<file path="config.mk">
export PLATFORM = sky130hd
export DESIGN_NAME = cola_de_instrucciones
export DESIGN_NICKNAME = d
export VERILOG_FILES = /design/src/rtl/cola_de_instrucciones_pkg.sv /design/src/rtl/cola_de_instrucciones_fifo_sincrona.sv /design/src/rtl/cola_de_instrucciones.sv
export SDC_FILE = /design/constraint.sdc
export NUM_CORES = 1
export LEC_CHECK = 0
export BUFFER_PORTS_ARGS = -buffer_cell sky130_fd_sc_hd__buf_2
export CORE_AREA = 3 3 97 76
export CTS_BUF_LIST = sky130_fd_sc_hd__clkbuf_4 sky130_fd_sc_hd__clkbuf_8 sky130_fd_sc_hd__clkbuf_16
export DETAILED_ROUTE_END_ITERATION = 16
export DIE_AREA = 0 0 100 79
export GPL_TIMING_DRIVEN = 0
export HOLD_SLACK_MARGIN = 0.06
export SYNTH_ARGS = -nofsm -noshare
export SYNTH_HDL_FRONTEND = slang
export SYNTH_SLANG_ARGS = --single-unit
</file>
<file path="constraint.sdc">
create_clock -name i_Timming -period 2.02 [get_ports i_Timming]
set_clock_uncertainty 0.1 [all_clocks]
set_input_delay 0.404 -clock i_Timming [delete_from_list [all_inputs] [get_ports i_Timming]]
set_output_delay 0.404 -clock i_Timming [all_outputs]
set_load 0.01 [all_outputs]
</file>
<file path="src/rtl/cola_de_instrucciones_pkg.sv">
// Shared constants and helpers for the UAZ instruction queue: default widths,
// the 3-bit opcode map and the operand-to-immediate extension.
package cola_de_instrucciones_pkg;

   localparam int DEF_OPCODE_W  = 3;
   localparam int DEF_OPERAND_W = 6;
   localparam int DEF_IMM_W     = 8;
   localparam int DEF_DEPTH     = 4;

   localparam logic [2:0] OP_LOAD  = 3'b000;
   localparam logic [2:0] OP_STORE = 3'b001;
   localparam logic [2:0] OP_ADD   = 3'b010;
   localparam logic [2:0] OP_SUB   = 3'b011;
   localparam logic [2:0] OP_AND   = 3'b100;
   localparam logic [2:0] OP_OR    = 3'b101;
   localparam logic [2:0] OP_JMP   = 3'b110;
   localparam logic [2:0] OP_JZ    = 3'b111;

   // Works on a 32-bit container; the caller slices the low IMM_W bits, which
   // also covers the truncating case IMM_W <= operand_w.
   function automatic logic [31:0] extender(input logic [31:0] operand,
                                            input int          operand_w,
                                            input logic        sign_ext);
      logic [31:0] mask;
      logic [31:0] shifted;
      mask    = (operand_w >= 32) ? '1 : ((32'd1 << operand_w) - 32'd1);
      shifted = operand >> (operand_w - 1);
      return (operand & mask) | ((sign_ext && shifted[0]) ? ~mask : '0);
   endfunction

endpackage

</file>
<file path="src/rtl/cola_de_instrucciones_fifo_sincrona.sv">
// Generic W x DEPTH register-array FIFO with wrap-around pointers, occupancy
// count and a synchronous flush that overrides push and pop.
module fifo_sincrona
   import cola_de_instrucciones_pkg::*;
#(
   parameter  int W     = DEF_OPCODE_W + DEF_OPERAND_W,
   parameter  int DEPTH = DEF_DEPTH,
   localparam int PTR_W = (DEPTH > 1) ? $clog2(DEPTH) : 1,
   localparam int CNT_W = $clog2(DEPTH + 1)
) (
   input  logic             clk,
   input  logic             rst_n,
   input  logic             flush,
   input  logic             push,
   input  logic             pop,
   input  logic [W-1:0]     din,
   output logic [W-1:0]     head,
   output logic [CNT_W-1:0] count,
   output logic             full,
   output logic             empty
);

   logic [W-1:0]     mem_q [DEPTH];
   logic [W-1:0]     mem_d [DEPTH];
   logic [PTR_W-1:0] wr_ptr_q, wr_ptr_d;
   logic [PTR_W-1:0] rd_ptr_q, rd_ptr_d;
   logic [CNT_W-1:0] count_q, count_d;

   // Explicit compare instead of a modulo so any DEPTH wraps correctly.
   function automatic logic [PTR_W-1:0] inc_ptr(input logic [PTR_W-1:0] p);
      return (p == PTR_W'(DEPTH - 1)) ? '0 : p + PTR_W'(1);
   endfunction

   always_comb begin
      wr_ptr_d = wr_ptr_q;
      rd_ptr_d = rd_ptr_q;
      count_d  = count_q;
      for (int i = 0; i < DEPTH; i++) begin
         mem_d[i] = mem_q[i];
      end
      if (flush) begin
         wr_ptr_d = '0;
         rd_ptr_d = '0;
         count_d  = '0;
      end else begin
         if (push) begin
            mem_d[wr_ptr_q] = din;
            wr_ptr_d        = inc_ptr(wr_ptr_q);
         end
         if (pop) begin
            rd_ptr_d = inc_ptr(rd_ptr_q);
         end
         if (push && !pop) begin
            count_d = count_q + CNT_W'(1);
         end else if (pop && !push) begin
            count_d = count_q - CNT_W'(1);
         end
      end
   end

   always_ff @(posedge clk or negedge rst_n) begin
      if (!rst_n) begin
         wr_ptr_q <= '0;
         rd_ptr_q <= '0;
         count_q  <= '0;
         for (int i = 0; i < DEPTH; i++) begin
            mem_q[i] <= '0;
         end
      end else begin
         wr_ptr_q <= wr_ptr_d;
         rd_ptr_q <= rd_ptr_d;
         count_q  <= count_d;
         for (int i = 0; i < DEPTH; i++) begin
            mem_q[i] <= mem_d[i];
         end
      end
   end

   assign head  = mem_q[rd_ptr_q];
   assign count = count_q;
   assign full  = (count_q == CNT_W'(DEPTH));
   assign empty = (count_q == '0);

endmodule

</file>
<file path="src/rtl/cola_de_instrucciones.sv">
// Prefetch instruction queue for the UAZ micro: buffers fetched words and
// presents the oldest one decoded into opcode, operand and immediate fields.
module cola_de_instrucciones
   import cola_de_instrucciones_pkg::*;
#(
   parameter int OPCODE_W  = DEF_OPCODE_W,
   parameter int OPERAND_W = DEF_OPERAND_W,
   parameter int IMM_W     = DEF_IMM_W,
   parameter int DEPTH     = DEF_DEPTH,
   parameter int SIGN_EXT  = 0
) (
   input  logic                           i_Timming,
   input  logic                           i_Rst,
   input  logic                           i_Flush,
   input  logic                           i_Valido,
   output logic                           o_Listo,
   input  logic [OPCODE_W+OPERAND_W-1:0]  i_Instrucciones,
   input  logic                           i_Avanzar,
   output logic                           o_Valido,
   output logic [OPCODE_W-1:0]            o_Instruccion,
   output logic [OPERAND_W-1:0]           o_Operandos,
   output logic [IMM_W-1:0]               o_Direccionamiento_inmediato,
   output logic [$clog2(DEPTH+1)-1:0]     o_Ocupacion
);

   localparam int W     = OPCODE_W + OPERAND_W;
   localparam int CNT_W = $clog2(DEPTH + 1);

   logic [W-1:0]     head;
   logic [CNT_W-1:0] count;
   logic             full;
   logic             empty;
   logic             push;
   logic             pop;
   logic [31:0]      imm_ext;

   // Handshake gating uses only registered full/empty, so a same-cycle pop
   // never opens a slot for a push.
   assign push = i_Valido && !full;
   assign pop  = i_Avanzar && !empty;

   fifo_sincrona #(
      .W     (W),
      .DEPTH (DEPTH)
   ) u_fifo (
      .clk   (i_Timming),
      .rst_n (i_Rst),
      .flush (i_Flush),
      .push  (push),
      .pop   (pop),
      .din   (i_Instrucciones),
      .head  (head),
      .count (count),
      .full  (full),
      .empty (empty)
   );

   assign imm_ext = extender(32'(head[OPERAND_W-1:0]), OPERAND_W, SIGN_EXT != 0);

   always_comb begin
      o_Instruccion                = '0;
      o_Operandos                  = '0;
      o_Direccionamiento_inmediato = '0;
      if (!empty) begin
         o_Instruccion                = head[W-1 -: OPCODE_W];
         o_Operandos                  = head[OPERAND_W-1:0];
         o_Direccionamiento_inmediato = imm_ext[IMM_W-1:0];
      end
   end

   assign o_Listo     = !full;
   assign o_Valido    = !empty;
   assign o_Ocupacion = count;

endmodule

</file>
# ---- Word level (Yosys, flattened, before mapping)
# Cells that the tools add are included.
dict set report classes {
  eq_ne 3
  n_bitwise 3
  magnitude_cmp 3
  add_sub_neg 4
  n_reduce_logical 14
  mux 18
}
# operator count
set ops {}
lappend ops {{$bwmux W36} 1}
lappend ops {{$mux W9} 3}
lappend ops {{$bmux W9 S2} 1}
lappend ops {{$demux W9 S2} 1}
lappend ops {{$mux W2} 6}
lappend ops {{$mux W3} 4}
lappend ops {{$mux W6} 2}
lappend ops {{$ge A3 B3 Y1 const B} 2}
lappend ops {{$not A2 Y3} 2}
lappend ops {{$logic_and A1 B1 Y1} 5}
lappend ops {{$add A2 B1 Y2 const B} 2}
lappend ops {{$eq A2 B2 Y1 const B} 2}
lappend ops {{$logic_not A1 Y1} 4}
lappend ops {{$reduce_bool A2 Y1} 2}
lappend ops {{$add A3 B1 Y3 const B} 1}
lappend ops {{$eq A3 B3 Y1 const B} 1}
lappend ops {{$logic_not A3 Y1} 1}
lappend ops {{$lt A3 B1 Y1 const B} 1}
lappend ops {{$reduce_bool A3 Y1} 1}
lappend ops {{$sub A3 B1 Y3 const B} 1}
lappend ops {{$reduce_and A2 Y1} 1}
lappend ops {{$not A1 Y1} 1}
dict set report word_totals {
  inputBits 14
  wordCells 52
  ff_bits 43
}

# ---- Longest topological paths before layout
dict set report depth {
  depth_word 8
  mapped_depth 8
}

# ---- By module
# From an unflattened synthesis, not the netlist that was laid out.
dict set report hier_totals {
  cells_unflattened 152
  area_unflattened_um2 2373.5
}
# module area_per_inst_um2 instances cells_per_inst
set by_module_without_submodules {}
lappend by_module_without_submodules {fifo_sincrona 2187.1 1 129}
lappend by_module_without_submodules {cola_de_instrucciones 186.4 1 23}

# ---- Least setup slack after synthesis
# Ideal clock, no wire load.
dict set report synth_timing {
  kind {reg2reg}
  from {register u_fifo.count_q[1], in the netlist u_fifo.count[1]}
  to {register u_fifo.count_q[2], in the netlist u_fifo.count[2]}
  arrival_ns 2.028
  path_stages_with_launch 9
  path_buffers 1
  synth_period_minus_slack_ns 2.268
  path_slack_ns -0.248
  path_cell_list {dfrtp_1 > buf_2 > nor3b_4 > inv_4 > and3_1 > fa_1 > and3b_1 > a311oi_1 > a211oi_1}
}
dict set report synth_between {
  word_cells_on_any_way 16
  classes_between {add/sub: 2; eq/ne: 1; mux: 3; reduce/logical: 10}
}
# item line_no
set synth_lines {}
lappend synth_lines {{from (decl)} cola_de_instrucciones_fifo_sincrona.sv:27} ;# logic [CNT_W-1:0] count_q, count_d;
lappend synth_lines {{from (signal assigned)} cola_de_instrucciones_fifo_sincrona.sv:72} ;# count_q <= count_d;
lappend synth_lines {{$eq A3 B3 Y1 (*)} cola_de_instrucciones_fifo_sincrona.sv:81} ;# assign full = (count_q == CNT_W'(DEPTH));
lappend synth_lines {{$logic_not A1 Y1 (*)} -}
lappend synth_lines {{named net o_Listo} cola_de_instrucciones.sv:16} ;# output logic o_Listo,
lappend synth_lines {{$logic_and A1 B1 Y1 (*)} cola_de_instrucciones.sv:39} ;# assign push = i_Valido && !full;
lappend synth_lines {{$logic_and A1 B1 Y1 / $logic_not A1 Y1 (equally long branches)} {cola_de_instrucciones_fifo_sincrona.sv:53, cola_de_instrucciones_fifo_sincrona.sv:55}}
lappend synth_lines {{$mux W3 / $logic_and A1 B1 Y1 (equally long branches)} {cola_de_instrucciones_fifo_sincrona.sv:53, cola_de_instrucciones_fifo_sincrona.sv:55}}
lappend synth_lines {{$mux W3 / $reduce_bool A3 Y1 (equally long branches)} -}
# Mark *: on every way through the listed nets, which the timed path passes. The rest lies on a longest branch. The select of a mux whose other input is x is not followed.
# A chain may end at the register's enable or synchronous reset.

# ---- Final worst setup path
dict set report layout_timing {
  from {register u_fifo.rd_ptr_q[0]}
  to {output o_Operandos[2]}
}
dict set report layout_between {
  elab_chain_cells 5
}
# item line_no
set layout_lines {}
lappend layout_lines {{from (decl)} cola_de_instrucciones_fifo_sincrona.sv:26} ;# logic [PTR_W-1:0] rd_ptr_q, rd_ptr_d;
lappend layout_lines {{from (signal assigned)} cola_de_instrucciones_fifo_sincrona.sv:71} ;# rd_ptr_q <= rd_ptr_d;
lappend layout_lines {{$not A2 Y3 (implied by the code)} cola_de_instrucciones_fifo_sincrona.sv:79} ;# assign head = mem_q[rd_ptr_q];
lappend layout_lines {{$bmux W9 S2} cola_de_instrucciones_fifo_sincrona.sv:79}
lappend layout_lines {{$mux W9 (implied by the code) (2 in a row)} cola_de_instrucciones_fifo_sincrona.sv:79}
lappend layout_lines {{$mux W6} cola_de_instrucciones.sv:64} ;# if (!empty) begin
lappend layout_lines {{to (decl)} cola_de_instrucciones.sv:21} ;# output logic [OPERAND_W-1:0] o_Operandos,
# No other way between the ends. The select of a mux whose other input is x is not followed.

==> reports/metrics.yaml <==
status:
  outcome: "complete, but fails checks"
  violations: "setup timing"
synthesis:
  synth_top_area_cell: "dfrtp_1"
  synth_top_cell_area_share: 0.475
  postSynthCellCount: 165
  synth.avg_cell_area_um2: 13.7
  yosysSeqAreaShare: 0.475
  netlist_top_cells_area: "dfrtp_1 47%, mux2_2 17%, mux4_2 8.9%"
  synthFlopType: "dfrtp_1"
  ys_seq_elements: 43
  syn_area_um2: 2270
  synth_edf_count: 0
  async_reset_ff_frac: 1.00
  synth_warnings: 0
  synth_cell_types: 34
job:
  drv_cap: 0
worst_setup_path:
  worstSetupStartpointType: "register"
  crit_fanout: 5
  endpoint_kind: "output pin"
  required_ns: 1.52
  worst-r2r-cell-count: 8
  arrival_ns: 1.76
  rr_startpoint: "u_fifo.count[0]"
  timing.rr.end: "u_fifo.count[2]"
  reg2reg_setup_slack_ns: -0.02
  path_class: "reg2out"
clock_tree:
  clock_path_buffers: 2
  cts_hold_buf: 0
  clkLatencyLatePin_ns: 0.29
  clk_pin_slew_ns: 0.08
  cts_num_sinks: 43
  numCtsBuffers: 5
  htreeDepth: 2
  cts-root-buf: "clkbuf_8"
  cts_tree: "yes"
sta:
  tightest_slew_ns: 0.969
  period_needed_ns: 2.27
  fmax_mhz: 441
  setup_violations: 16
  setup_ws_ns: -0.248
  hold_viol_final: 0
  maxSlewViolCount: 0
  hold-worst-slack_ns: 0.158
  rsz0062_at_grt: "true"
  fin_crit_sh: 1.12
  relSlewSlack: 0.354
power_and_ir_drop:
  cellPowerDensity_nw_per_um2: 1490
  ir_drop_mv: 0.395
  p_leak_nw: 1.40
finish:
  drive_gt1_frac: 0.604
  syn2layout_area_growth_pct: 31.6
  antenna_cells: 0
  final_util: 0.470
  nets: 244
drt:
  first_pass_iters: 4
  viasPerCell: 4.82
  wl_per_cell_um: 15.6
  drt_iter0_drc: 40
  wl_met1_um: 2190
  wl_met2_um: 2330
  wl_met3_um: 204
  drtAntennaViolNets: 0
  dr.max_layer_used: "met4"
  num_vias: 1475
  drcViolationCount: 0
  routed_wirelength_um: 4790
floorplan:
  rows: 25
  die-area_um2: 7900
  die_w_um: 100
  core_area_um2: 6350
  start_util: 0.357
  ioPinCount: 36
  die_y_um: 79
global_route:
  grt_pass1_vias: 1462
  grt_pass1_wl_um: 7280
  grt_use_total: 0.121
  grt_start_max_net_pins: 44
  antenna_found_initial: 0
  overflow: 0
worst_hold_path:
  hp-class: "in2async"
place:
  dpl.hpwl_um: 2830
  io_buffers: 30
  gp_congestion: 0.778
==> worst max path at each step <==
| stage | from | end | slack [ns] | cells after the start |
|---|---|---|---|---|
| after global placement | u_fifo.count[1] | o_Operandos[0] | -0.55 | 5 |
| after CTS | u_fifo.rd_ptr_q[0] | o_Operandos[0] | -0.27 | 5 |
| after global routing | u_fifo.rd_ptr_q[0] | o_Operandos[1] | -0.34 | 5 |
| after detailed placement | u_fifo.count[1] | o_Operandos[0] | -0.59 | 5 |
| final | u_fifo.rd_ptr_q[0] | o_Operandos[2] | -0.25 | 5 |
| after floorplan | u_fifo.count[0] | u_fifo.count[2] | -0.13 | 8 |
==> state kept, by name, indices dropped and copies added, names as in the netlist <==
register,flops
u_fifo.rd_ptr_q,2
u_fifo.wr_ptr_q,2
u_fifo.mem_q,36
u_fifo.count,3
==> per-stage QoR <==
stage / instances / setup slack, ns / TNS (ns) / area (um^2) / power [mW]
5_1_grt: 306 / -0.336 / -4.08 / 2980 / 4.74
2_1_floorplan: 166 / -0.132 / -0.215 / 2290 / 2.58
3_3_place_gp: 277 / -0.549 / -7.45 / 2540 / 3.03
3_5_place_dp: 277 / -0.595 / -8.09 / 2540 / 3.06
6_report: 306 / -0.248 / -2.93 / 2980 / 4.45
4_1_cts: 296 / -0.267 / -2.86 / 2770 / 3.95
==> power breakdown <==
part | internal [mW] | total, mW | switching (mW)
registers | 1.19 | 1.37 | 0.180
clock network | 0.376 | 0.672 | 0.295
logic | 1.50 | 2.41 | 0.915
total | 3.06 | 4.45 | 1.39
==> critical path: stages (launching register included) <==
cell	delay, ns
dfrtp_2	0.42
buf_8	0.15
mux4_2	0.49
and2b_1	0.18
buf_4	0.13
buf_6	0.11
==> cells by family after synthesis <==
kind of cell / count (synthesis) / share of synthesized area
simple gates: 29 / 0.0994
xor+xnor: 2 / 0.00773
other cells: 1 / 0.00165
fa+ha+maj: 5 / 0.0309
buf+inv: 24 / 0.0602
mux: 48 / 0.283
compound gates: 13 / 0.0425
flops: 43 / 0.475
==> final cells by class <==
| cell class | instances | area, um^2 |
|---|---|---|
| inverters | 8 | 32.5 |
| fillers | 584 | 3370 |
| well taps | 81 | 101 |
| clock inverters | 1 | 30.0 |
| multi-input cells | 99 | 1120 |
| repair buffers | 52 | 404 |
| clock buffers | 6 | 76.3 |
| plain buffers | 16 | 135 |
| flip-flops and latches | 43 | 1080 |
==> synth_stat cells (2+ instances only) <==
cell type,instances
buf_4,10
ha_1,4
o21ai_0,3
mux2_1,3
inv_1,7
xor2_1,2
nor2_1,9
nor2b_1,4
nand3_4,4
and2b_1,6
mux2_2,35
dfrtp_1,43
buf_2,5
a21oi_1,2
mux4_2,9
==> placed cells by master, fill, tap and decap left out, drive strengths merged, types with 2 or more instances in the layout <==
cell type and count:
o21ai 3, ha 4, nor2b 4, mux4 9, inv 8, xor2 2, nor2 9, a21oi 2
buf 66, and2b 6, dfrtp 43, mux2 38, conb 2, nand3 5, clkbuf 8
==> what timing repair did <==
item,4_1_cts,5_1_grt
buffers inserted,12,9
resized for setup,8,24
setup endpoints to repair,18,19
gates cloned,0,1
pin swaps,3,2
==> layer usage <==
metal  vias to the layer above  global-route usage
met3                         4              0.0342
met2                        28               0.192
met4                         0              0.0363
met1                       742               0.160
li1                        701                   -
met5                         -                   0
(Power assumes the default switching activity.)
